===== src/rtl/rr_stream_mux.sv =====
// N-channel valid/ready stream multiplexer with packet locking and a registered output stage.
// Channels are picked by round-robin (MODE=0) or by the sel input (MODE=1).
module rr_stream_mux #(
    parameter int unsigned N    = 4,
    parameter int unsigned W    = 8,
    parameter int unsigned MODE = 0,
    parameter int unsigned SW   = $clog2(N)
) (
    input  logic           clk,
    input  logic           rst,
    input  logic [N*W-1:0] in_data,
    input  logic [N-1:0]   in_valid,
    input  logic [N-1:0]   in_last,
    output logic [N-1:0]   in_ready,
    input  logic [SW-1:0]  sel,
    output logic [W-1:0]   out_data,
    output logic           out_valid,
    output logic           out_last,
    output logic [SW-1:0]  out_chan,
    input  logic           out_ready
);

    logic [W-1:0]  data_q, data_d;
    logic          valid_q, valid_d;
    logic          last_q, last_d;
    logic [SW-1:0] chan_q, chan_d;
    logic          lock_q, lock_d;
    logic [SW-1:0] lock_chan_q, lock_chan_d;
    logic [SW-1:0] rr_ptr_q, rr_ptr_d;

    logic          load_en;
    logic [SW-1:0] cand;
    logic          cand_vld;
    logic [W-1:0]  cand_data;
    logic          cand_valid;
    logic          cand_last;
    logic          grant;
    logic          xfer;

    assign load_en = !valid_q || out_ready;

    always_comb begin
        cand     = '0;
        cand_vld = 1'b0;
        if (lock_q) begin
            cand     = lock_chan_q;
            cand_vld = 1'b1;
        end else if (MODE == 0) begin
            // Wrapped channels first, then channels at or above the pointer override them;
            // the descending scan leaves the lowest index of each group as the winner.
            for (int i = N - 1; i >= 0; i--) begin
                if (in_valid[i] && (SW'(i) < rr_ptr_q)) begin
                    cand     = SW'(i);
                    cand_vld = 1'b1;
                end
            end
            for (int i = N - 1; i >= 0; i--) begin
                if (in_valid[i] && (SW'(i) >= rr_ptr_q)) begin
                    cand     = SW'(i);
                    cand_vld = 1'b1;
                end
            end
        end else begin
            if (32'(sel) < N) begin
                cand     = sel;
                cand_vld = 1'b1;
            end
        end
    end

    always_comb begin
        cand_data  = '0;
        cand_valid = 1'b0;
        cand_last  = 1'b0;
        for (int i = 0; i < N; i++) begin
            if (SW'(i) == cand) begin
                cand_data  = in_data[i*W +: W];
                cand_valid = in_valid[i];
                cand_last  = in_last[i];
            end
        end
    end

    // Round-robin never readies an idle channel, even while locked onto it.
    assign grant = !rst && load_en && cand_vld && ((MODE != 0) || cand_valid);
    assign xfer  = grant && cand_valid;

    always_comb begin
        in_ready = '0;
        for (int i = 0; i < N; i++) begin
            in_ready[i] = grant && (SW'(i) == cand);
        end
    end

    always_comb begin
        data_d      = data_q;
        valid_d     = valid_q;
        last_d      = last_q;
        chan_d      = chan_q;
        lock_d      = lock_q;
        lock_chan_d = lock_chan_q;
        rr_ptr_d    = rr_ptr_q;
        if (xfer) begin
            data_d  = cand_data;
            valid_d = 1'b1;
            last_d  = cand_last;
            chan_d  = cand;
            if (cand_last) begin
                lock_d   = 1'b0;
                rr_ptr_d = (cand == SW'(N - 1)) ? '0 : cand + 1'b1;
            end else begin
                lock_d      = 1'b1;
                lock_chan_d = cand;
            end
        end else if (load_en) begin
            valid_d = 1'b0;
        end
    end

    always_ff @(posedge clk) begin
        if (rst) begin
            data_q      <= '0;
            valid_q     <= 1'b0;
            last_q      <= 1'b0;
            chan_q      <= '0;
            lock_q      <= 1'b0;
            lock_chan_q <= '0;
            rr_ptr_q    <= '0;
        end else begin
            data_q      <= data_d;
            valid_q     <= valid_d;
            last_q      <= last_d;
            chan_q      <= chan_d;
            lock_q      <= lock_d;
            lock_chan_q <= lock_chan_d;
            rr_ptr_q    <= rr_ptr_d;
        end
    end

    assign out_data  = data_q;
    assign out_valid = valid_q;
    assign out_last  = last_q;
    assign out_chan  = chan_q;

endmodule


===== config.mk =====
export PLATFORM = sky130hd
export DESIGN_NAME = rr_stream_mux
export DESIGN_NICKNAME = d
export VERILOG_FILES = /design/src/rtl/rr_stream_mux.sv
export SDC_FILE = /design/constraint.sdc
export NUM_CORES = 1
export LEC_CHECK = 0
export CAP_MARGIN = 30
export CORE_MARGIN = 2
export CORE_UTILIZATION = 38
export CTS_BUF_LIST = sky130_fd_sc_hd__clkbuf_4 sky130_fd_sc_hd__clkbuf_8 sky130_fd_sc_hd__clkbuf_16
export DETAILED_ROUTE_END_ITERATION = 6
export GPL_ROUTABILITY_DRIVEN = 1
export PLACE_DENSITY = 0.79
export SETUP_SLACK_MARGIN = 0.15
export SYNTH_ARGS = -nofsm -noshare
export SYNTH_HDL_FRONTEND = slang
export SYNTH_SLANG_ARGS = --single-unit

===== constraint.sdc =====
create_clock -name clk -period 4.22 [get_ports clk]
set_input_delay 0.844 -clock clk [delete_from_list [all_inputs] [get_ports clk]]
set_output_delay 0.844 -clock clk [all_outputs]
set_load 0.005 [all_outputs]

==> flow_metrics.py, run 1 <==
metrics = {
    "floorplanning": {
        "fp.coreArea_um2": 2781,
        "fp.dieW_um": 58.26,
        "initial_core_util_pct": 40.22,
        "num_rows": 19,
        "die-area_um2": 3394,
        "die_h_um": 58.26,
        "io_pins": 61,
    },
    "synth": {
        "synthTopCellsByCount": "a21oi_1, dfxtp_1, nor2_1",
        "syn_inst": 144,
        "ys_warn_count": 0,
        "yosysTopAreaCell": "dfxtp_1",
        "ys_ff_latch": 17,
        "synthFlopType": "dfxtp_1",
        "syn_nets": 193,
        "synth.most_common_cell": "a21oi_1",
        "synth_area_um2": 1119,
        "syn_avg_cell_area_um2": 7.768,
        "synth_area_leaders": "dfxtp_1, a21oi_1, a221o_1",
        "synth_edf_count": 0,
        "yosysTopAreaCellShare_pct": 30.43,
        "yosysSeqAreaShare_pct": 30.43,
        "synthDistinctLibCells": 32,
        "async_flop_share_pct": 0,
    },
    "detailed_routing": {
        "via_per_inst": 5.435,
        "drtAntennaViolNets": 0,
        "num_vias": 1424,
        "dr.pass1.iters": 4,
        "dr.first_iter.drc_count": 51,
        "routed_wl_um": 3912,
        "drc": 0,
        "avgRoutedWirePerCell_um": 14.93,
    },
    "global_route": {
        "gr-usage-all-layers_pct": 23.41,
        "grt.overflow.total": 0,
        "grt_pass1_vias": 1341,
        "antenna_found_initial": 0,
        "grt_max_degree": 21,
        "grt_pass1_wl_um": 6092,
    },
    "worst_setup_path": {
        "regToRegEndpoint": "out_data[3]",
        "critPathRequiredTime_ns": 3.38,
        "reg2reg_depth": 21,
        "cp_max_fo": 20,
        "reg2reg_from": "rr_ptr_q[1]",
        "r2r_slack_ns": 0.72,
        "worstSetupPathType": "in -> out",
        "worstPathCellList": "dlygate4sd2_1 > inv_2 > a31o_2 > o31ai_4 > inv_2 > ha_2 > buf_8 > a211oi_2 > o21ai_1 > and3_4 > buf_4 > and2_1 > dlygate4sd2_1",
        "crit_family": "buffers and inverters",
        "crit_arrival_ns": 3.15,
        "crit_buf_inv": 6,
        "slowest_stage": "o31ai_4",
        "cp-start-kind": "input port",
        "worst-path-stages": 13,
        "critPathMaxStageDelay_ns": 0.28,
        "cp-end-kind": "output pin",
    },
    "final_layout": {
        "syn2layout_area_growth_pct": 84.90,
        "final_area_um2": 2068,
        "fin_util_pct": 74.36,
        "seq_area_um2": 340.3,
        "fillers": 201,
        "antenna_cells": 0,
        "num-nets-final": 281,
        "drive_gt1_share_pct": 26.84,
        "multi_input_area_um2": 760.7,
    },
    "placement": {
        "hpwlAfterDp_um": 2662,
        "place_area_um2": 1818,
        "place_congestion": 0.8398,
        "place_ws_ns": -0.2894,
        "io_buffers": 58,
    },
    "clock_tree": {
        "cts_tree": "yes",
        "h-tree-depth": 1,
        "cts.clk_slew.worst_paths_ns": 0.09,
        "cts_root_buf": "clkbuf_4",
        "cts_buffers": 3,
        "clockBufferDepth": 2,
        "clk_latency_ns": 0.28,
        "cts.sinks": 17,
    },
    "hold_path": {
        "hold_end": "out_chan[0]",
        "hp-class": "reg -> reg",
        "holdPathStages": 2,
        "min_from": "out_chan[0]",
    },
    "sta": {
        "finalCritPeriodShare_pct": 94.66,
        "rsz0062_at_grt": "false",
        "worst_slack_ns": 0.2255,
        "hold_viol": 0,
        "slew_headroom_pct": 59.43,
        "worstMarginPinSlew_ns": 0.6073,
        "setup_viol_count_final": 0,
        "drv_slew": 0,
        "finClkSkew_ns": 0.003470,
        "period_needed_ns": 3.995,
        "setup_tns_ns": 0,
        "max_freq_mhz": 250.3,
    },
    "power_and_ir_drop": {
        "p_leak_nw": 0.8668,
        "powerDensity_nw_per_um2": 332.5,
        "peakVddDrop_mv": 0.2385,
    },
    "run_status": {
        "run_status": "complete, no violations",
    },
    "run": {
        "timing.max_cap.violations": 0,
    },
}
[worst min-delay path: stages (launching register included)]
cell and delay [ns]:
dfxtp_1 0.32, nand2_1 0.05, a21oi_1 0.06
[kinds of logic (layout without fill, tap and decap cells)]
kind of cell    count (synthesis)  count (layout)  share of synthesized area, %
compound gates                 52              52                         34.90
fa+ha+maj                       4               4                         4.474
buf+inv                        25             112                         10.63
flops                          17              17                         30.43
mux                             1               1                        0.8949
simple gates                   45              45                         18.68
[registers in the layout (all words and copies together), names as in the netlist]
name,count
lock_q,1
out_valid,1
out_chan,2
lock_chan_q,2
out_data,8
out_last,1
rr_ptr_q,2
[routing by layer]
metal	share of wire, %	wire length, um	vias up	global-route usage (%)
met2	49	1933	79	41.72
met5	0	0	-	0
met4	2.0	80	0	6.977
li1	-	-	697	-
met1	39	1535	638	28.12
met3	9.3	362	10	4.911
[how the worst max path moves through the flow]
stage	start	endpoint	slack (ns)
final	in_valid[3]	in_ready[1]	0.23
after global routing	in_valid[1]	in_ready[1]	0.12
after CTS	in_valid[2]	in_ready[1]	0.16
after detailed placement	in_valid[3]	in_ready[1]	-0.29
after global placement	in_valid[3]	in_ready[0]	-0.23
after floorplan	in_valid[3]	in_ready[0]	0.52
[placed cells by master (no fill, tap or decap), types with 3 or more instances in the layout]
cell	n
a221o_1	8
a211oi_1	3
nand2_1	10
dfxtp_1	17
o21ai_0	4
clkdlybuf4s50_1	50
dlygate4sd2_1	7
clkbuf_4	3
a221oi_2	5
ha_2	3
nor3_1	8
nor2_1	13
buf_4	36
inv_1	11
and2_1	4
a21oi_1	18
[layout make-up]
cell class,instances,share of cell area (%)
Clock inverter,1,0.2420
Tap cell,31,1.875
Multi-Input combinational cell,102,36.78
Inverter,13,2.359
Clock buffer,3,1.089
Sequential cell,17,16.45
Timing Repair Buffer,95,41.20
[stage by stage]
step / power [W] / hold WS (ns) / instances
after detailed placement: 0.0005330 / 0.4707 / 241
after CTS: 0.0006597 / 0.4849 / 261
after floorplan: 0.0003857 / 0.4527 / 144
after global routing: 0.0007293 / 0.5043 / 262
final: 0.0006877 / 0.4735 / 262
after global placement: 0.0005220 / 0.4490 / 241
[what timing repair did]
item	4_1_cts	5_1_grt
setup buffers	16	1
setup endpoints to repair	4	15
pin swaps	4	3
gates resized for setup	18	14
hold buffers	0	0
cloned	0	0
[where the power goes]
part	switching [W]	internal, W
Clock	0.0000493	0.0000352
Sequential	0.0000173	0.000187
Combinational	0.000180	0.000219
Total	0.000247	0.000441
Power figures use the tool's default switching activity.
==> run 2, diff against run 1 <==
--- a/config.mk
+++ b/config.mk
@@ -6,7 +6,6 @@
 export NUM_CORES = 1
 export LEC_CHECK = 0
 export CAP_MARGIN = 30
-export CORE_MARGIN = 2
 export CORE_UTILIZATION = 38
 export CTS_BUF_LIST = sky130_fd_sc_hd__clkbuf_4 sky130_fd_sc_hd__clkbuf_8 sky130_fd_sc_hd__clkbuf_16
 export DETAILED_ROUTE_END_ITERATION = 6
==> run 2 against run 1 <==
Compared with the run above: clock-buffer cell count grew 1; utilization is 4.2 points lower; critical path type unchanged; combinational power fell by 11%; worst setup slack gained 0.027 ns; register-to-register slack gained 0.62 ns.
==> flow_metrics.py, run 2 (synthesis gave the netlist of run 1 again) <==
metrics = {
    "sta": {
        "period_needed_ns": 3.967,
        "rsz0062_at_grt": "true",
        "drv_slew": 0,
        "timing.hold.ws_ns": 0.4762,
        "setup_viol_count_final": 0,
        "worstMarginPinSlew_ns": 0.5542,
        "finClkSkew_ns": 0.004375,
        "finalCritPeriodShare_pct": 94.02,
        "hold_viol": 0,
        "slew_headroom_pct": 62.98,
        "setup_tns_ns": 0,
        "max_freq_mhz": 252.1,
    },
    "worst_setup_path": {
        "critPathRequiredTime_ns": 3.38,
        "critPathMaxStageDelay_ns": 0.30,
        "slowest_stage": "o31ai_4",
        "regToRegEndpoint": "rr_ptr_q[0]",
        "crit_family": "compound AO/OA/AOI/OAI gates",
        "critical_path.startpoint": "in_valid[3]",
        "crit_arrival_ns": 3.12,
        "cpMostUsedCell": "inv_2",
        "cp-end-kind": "output pin",
        "worst-path-stages": 12,
        "worstPathCellList": "dlygate4sd2_1 > inv_2 > a31o_2 > o31ai_4 > inv_2 > ha_2 > nor3b_2 > a2111oi_4 > and3_4 > buf_4 > and2_1 > clkdlybuf4s15_1",
        "cp-start-kind": "input port",
        "cp_max_fo": 3,
        "reg2reg_from": "rr_ptr_q[0]",
        "reg2reg_depth": 12,
        "worstSetupPathType": "in -> out",
        "crit_buf_inv": 5,
        "r2r_slack_ns": 1.34,
    },
    "power_and_ir_drop": {
        "pwr-share-seq_pct": 31.4,
        "p_sw_w": 0.0002248,
        "p_leak_nw": 0.7873,
        "sw_frac_of_total_pct": 34.48,
        "p_int_w": 0.0004272,
        "p_clk_share_pct": 14.3,
        "peakVddDrop_mv": 0.3206,
        "p_comb_share_pct": 54.2,
        "powerDensity_nw_per_um2": 334.1,
    },
    "floorplanning": {
        "fp.coreArea_um2": 2781,
        "die-area_um2": 3165,
        "fp.dieW_um": 56.26,
        "die_h_um": 56.26,
        "num_rows": 19,
        "initial_core_util_pct": 40.22,
        "io_pins": 61,
    },
    "placement": {
        "hpwlAfterDp_um": 2559,
        "io_buffers": 58,
        "place_congestion": 0.8685,
        "place_area_um2": 1818,
    },
    "detailed_routing": {
        "dr.first_iter.drc_count": 43,
        "via_per_inst": 5.432,
        "num_vias": 1358,
        "drtAntennaViolNets": 0,
        "dr.pass1.iters": 4,
        "drc": 0,
        "avgRoutedWirePerCell_um": 13.95,
        "routed_wl_um": 3487,
    },
    "clock_tree": {
        "cts.sinks": 17,
        "cts.clk_slew.worst_paths_ns": 0.09,
        "clk_latency_ns": 0.29,
        "clockBufferDepth": 2,
        "cts_tree": "yes",
        "h-tree-depth": 1,
        "hold_buffers": 0,
        "cts_root_buf": "clkbuf_4",
        "cts_buffers": 3,
    },
    "final_layout": {
        "multi_input_area_um2": 721.9,
        "drive_gt1_share_pct": 20.55,
        "final_cell_mix": "clkdlybuf4s50_1, buf_4, a21oi_1, dfxtp_1, nor2_1",
        "final_area_um2": 1952,
        "num-nets-final": 269,
        "largest_register_ff_count": 8,
        "fillers": 214,
        "mostFrequentLayoutCell": "clkdlybuf4s50_1",
        "syn2layout_area_growth_pct": 74.50,
        "seq_area_um2": 340.3,
        "antenna_cells": 0,
    },
    "global_route": {
        "gr-usage-all-layers_pct": 21.79,
        "grt-busiest-layer": "met2",
        "grt.overflow.total": 0,
        "grt_max_degree": 21,
        "antenna_found_initial": 0,
        "met1_usage_pct": 26.58,
        "grt_use_met2_pct": 38.44,
        "grt_pass1_vias": 1266,
        "grtUsageMet3_pct": 5.991,
        "grt_pass1_wl_um": 5451,
    },
    "run_status": {
        "run_status": "complete, no violations",
    },
    "hold_path": {
        "min_from": "out_chan[0]",
        "holdPathStages": 2,
        "hold_end": "out_chan[0]",
        "hp-class": "reg -> reg",
    },
    "run": {
        "timing.max_cap.violations": 0,
    },
}
run 2: layout make-up:
| class | count | share of cell area [%] |
|---|---|---|
| repair buffers | 83 | 39.55 |
| multi-input cells | 102 | 36.99 |
| flip-flops and latches | 17 | 17.44 |
| inverters | 13 | 2.500 |
| well taps | 31 | 1.987 |
| clock buffers | 4 | 1.538 |
run 2: routing by layer:
| metal | wire (um) | vias to the layer above | share of wire, % |
|---|---|---|---|
| li1 | - | 672 | - |
| met1 | 1396 | 611 | 40 |
| met3 | 315 | 6 | 9.0 |
| met2 | 1719 | 69 | 49 |
| met5 | 0 | - | 0 |
| met4 | 55 | 0 | 1.6 |
run 2: how the worst max path moves through the flow:
| stage | to |
|---|---|
| 2_1_floorplan | in_ready[0] |
| 3_3_place_gp | in_ready[0] |
| 3_5_place_dp | in_ready[1] |
| 4_1_cts | in_ready[1] |
| 5_1_grt | in_ready[1] |
| 6_report | in_ready[1] |
run 2: what timing repair did:
| item | CTS | global route |
|---|---|---|
| gates resized for setup | 23 | 6 |
| pin swaps | 5 | 3 |
| endpoints found under the setup margin | 4 | 2 |
| buffers inserted | 4 | 1 |
run 2: per-stage QoR:
| stage | util (%) | cells | setup WS, ns | power (W) |
|---|---|---|---|---|
| after floorplan | - | 144 | 0.5250 | 0.0003857 |
| after global placement | 65.36 | 241 | -0.2367 | 0.0005218 |
| after detailed placement | 65.36 | 241 | -0.3090 | 0.0005287 |
| after CTS | 69.41 | 249 | 0.2291 | 0.0006397 |
| after global routing | 70.18 | 250 | 0.1439 | 0.0006952 |
| final | 70.18 | 250 | 0.2526 | 0.0006520 |
run 2: tightest hold or removal path, delay by kind of cell (launching register included):
kind	cells	cell delay (ns)
compound gates	1	0.06
flops	1	0.32
simple gates	1	0.05
run 2: power by group through the flow:
stage | Clock [W] | Combinational, W | Sequential [W]
2_1_floorplan | 0 | 0.000179 | 0.000207
3_3_place_gp | 0 | 0.000315 | 0.000207
3_5_place_dp | 0 | 0.000321 | 0.000208
4_1_cts | 0.0000930 | 0.000342 | 0.000205
5_1_grt | 0.000103 | 0.000385 | 0.000207
6_report | 0.0000935 | 0.000354 | 0.000205
==> run 3, diff against run 2 <==
--- a/config.mk
+++ b/config.mk
@@ -10,7 +10,7 @@
 export CTS_BUF_LIST = sky130_fd_sc_hd__clkbuf_4 sky130_fd_sc_hd__clkbuf_8 sky130_fd_sc_hd__clkbuf_16
 export DETAILED_ROUTE_END_ITERATION = 6
 export GPL_ROUTABILITY_DRIVEN = 1
-export PLACE_DENSITY = 0.79
+export PLACE_DENSITY_LB_ADDON = 0.2
 export SETUP_SLACK_MARGIN = 0.15
 export SYNTH_ARGS = -nofsm -noshare
 export SYNTH_HDL_FRONTEND = slang
==> constraint.sdc (replaced) <==
create_clock -name clk -period 3.8 [get_ports clk]
set_input_delay 0.76 -clock clk [delete_from_list [all_inputs] [get_ports clk]]
set_output_delay 0.76 -clock clk [all_outputs]
set_load 0.005 [all_outputs]
==> run 3 against run 2 <==
Compared with the run above: clock power is 16% higher; sequential share of layout area fell by 0.078 points; highest routed layer unchanged; wire length increased by 11%; critical path depth unchanged; clock-buffer cell count is 1 lower; largest cell class unchanged; combinational power rose by 18%; cell area rose by 0.45%.
==> flow_metrics.py, run 3 (synthesis gave the netlist of run 1 again) <==
metrics = {
    "clock_tree": {
        "cts.clk_slew.worst_paths_ns": 0.12,
        "cts_root_buf": "clkbuf_4",
        "clk_latency_ns": 0.31,
        "cts_buffers": 3,
        "clockBufferDepth": 2,
        "cts.sinks": 17,
        "cts_tree": "yes",
        "h-tree-depth": 1,
    },
    "floorplanning": {
        "fp.coreArea_um2": 2781,
        "die-area_um2": 3165,
        "num_rows": 19,
        "io_pins": 61,
        "fp.dieW_um": 56.26,
        "initial_core_util_pct": 40.22,
        "die_h_um": 56.26,
    },
    "sta": {
        "max_freq_mhz": 280.9,
        "slew_headroom_pct": 79.89,
        "worstMarginPinSlew_ns": 0.3016,
        "timing.hold.ws_ns": 0.4918,
        "finClkSkew_ns": 0.005977,
        "finalCritPeriodShare_pct": 93.70,
        "period_needed_ns": 3.561,
        "rsz0062_at_grt": "false",
        "setup_tns_ns": 0,
        "setup_viol_count_final": 0,
        "hold_viol": 0,
        "drv_slew": 0,
    },
    "final_layout": {
        "fin_util_pct": 70.49,
        "multi_input_area_um2": 740.7,
        "antenna_cells": 0,
        "largest_register_ff_count": 8,
        "seq_area_um2": 340.3,
        "final_cell_mix": "clkdlybuf4s50_1, buf_4, a21oi_1, dfxtp_1, nor2_1",
        "num-nets-final": 272,
        "drive_gt1_share_pct": 24.32,
        "mostFrequentLayoutCell": "clkdlybuf4s50_1",
        "syn2layout_area_growth_pct": 75.28,
        "fillers": 224,
    },
    "power_and_ir_drop": {
        "powerDensity_nw_per_um2": 384.5,
        "p_comb_share_pct": 55.5,
        "peakVddDrop_mv": 0.3326,
        "pwr-share-seq_pct": 30.2,
        "p_sw_w": 0.0002780,
        "p_clk_share_pct": 14.3,
        "sw_frac_of_total_pct": 36.87,
        "p_int_w": 0.0004758,
        "p_leak_nw": 0.7929,
    },
    "global_route": {
        "antenna_found_initial": 0,
        "grt_pass1_vias": 1390,
        "grt_max_degree": 20,
        "grt_pass1_wl_um": 6113,
        "grt.overflow.total": 0,
        "gr-usage-all-layers_pct": 24.61,
    },
    "run_status": {
        "run_status": "complete, no violations",
    },
    "run": {
        "timing.max_cap.violations": 0,
    },
    "detailed_routing": {
        "drtAntennaViolNets": 0,
        "drc": 0,
        "dr.pass1.iters": 4,
        "num_vias": 1414,
        "dr.first_iter.drc_count": 24,
        "avgRoutedWirePerCell_um": 15.36,
        "routed_wl_um": 3885,
        "via_per_inst": 5.589,
    },
    "worst_setup_path": {
        "worstSetupPathType": "in -> out",
        "cp_max_fo": 5,
        "critPathRequiredTime_ns": 3.04,
        "cp-end-kind": "output pin",
        "cp-start-kind": "input port",
        "crit_arrival_ns": 2.80,
    },
    "hold_path": {
        "hp-class": "reg -> reg",
    },
    "placement": {
        "hpwlAfterDp_um": 2715,
        "io_buffers": 58,
        "place_congestion": 0.9251,
    },
}
[run 3: changes by cell type in the layout (fill, tap and decap cells not counted), moves of 2 or more]
cell,delta
dlygate4sd2_1,-4
clkbuf_2,+4
buf_4,+4
ha_4,+2
buf_2,+2
[run 3: repair_timing]
action                     CTS  global route
resized for setup           30            11
setup endpoints to repair    4             4
hold buffers                 0             0
pin swaps                   11             8
setup buffers                6             0
[run 3: final timing paths]
kind,start,end,slack (ns),depth (start not counted)
max,in_valid[3],in_ready[0],0.24,12
min,lock_chan_q[0],lock_chan_q[0],0.49,2
max reg2reg,rr_ptr_q[1],lock_chan_q[1],0.95,13
min reg2reg,lock_chan_q[0],lock_chan_q[0],0.49,2
[run 3: metal layers]
layer  global-route usage (%)  share of wire, %
met5                        0                 0
met4                    10.10               2.2
met3                    3.917               4.5
met2                    45.58                51
met1                    27.74                42
[run 3: per-stage QoR]
step	area [um^2]	instances	power (W)	worst slack [ns]
after floorplan	1119	144	0.0004283	0.2730
after global placement	1833	243	0.0005854	-0.4551
after detailed placement	1833	243	0.0005977	-0.5108
after CTS	1963	253	0.0007408	0.1648
after global routing	1961	253	0.0007950	0.1467
final	1961	253	0.0007538	0.2395
[run 3: critical path: stages]
cell and delay (ns):
clkdlybuf4s15_1 0.19, buf_4 0.15, a21oi_2 0.20, o31ai_4 0.10, buf_4 0.16, ha_4 0.17
buf_6 0.13, a2111oi_4 0.32, and3_4 0.25, buf_4 0.12, and2_1 0.13, clkbuf_2 0.12
[run 3: power groups by stage]
stage | sequential (W) | clock (W) | combinational (W)
after floorplan | 0.000230 | 0 | 0.000199
after global placement | 0.000229 | 0 | 0.000356
after detailed placement | 0.000231 | 0 | 0.000367
after CTS | 0.000227 | 0.000110 | 0.000403
after global routing | 0.000230 | 0.000115 | 0.000449
final | 0.000228 | 0.000108 | 0.000419
[run 3: final cells by class]
cell class              count  share of cell area (%)
multi-input cells         102                   37.78
repair buffers             86                   38.99
flip-flops and latches     17                   17.36
inverters                  13                   2.489
well taps                  31                   1.978
clock buffers               3                   1.149
clock inverters             1                  0.2553
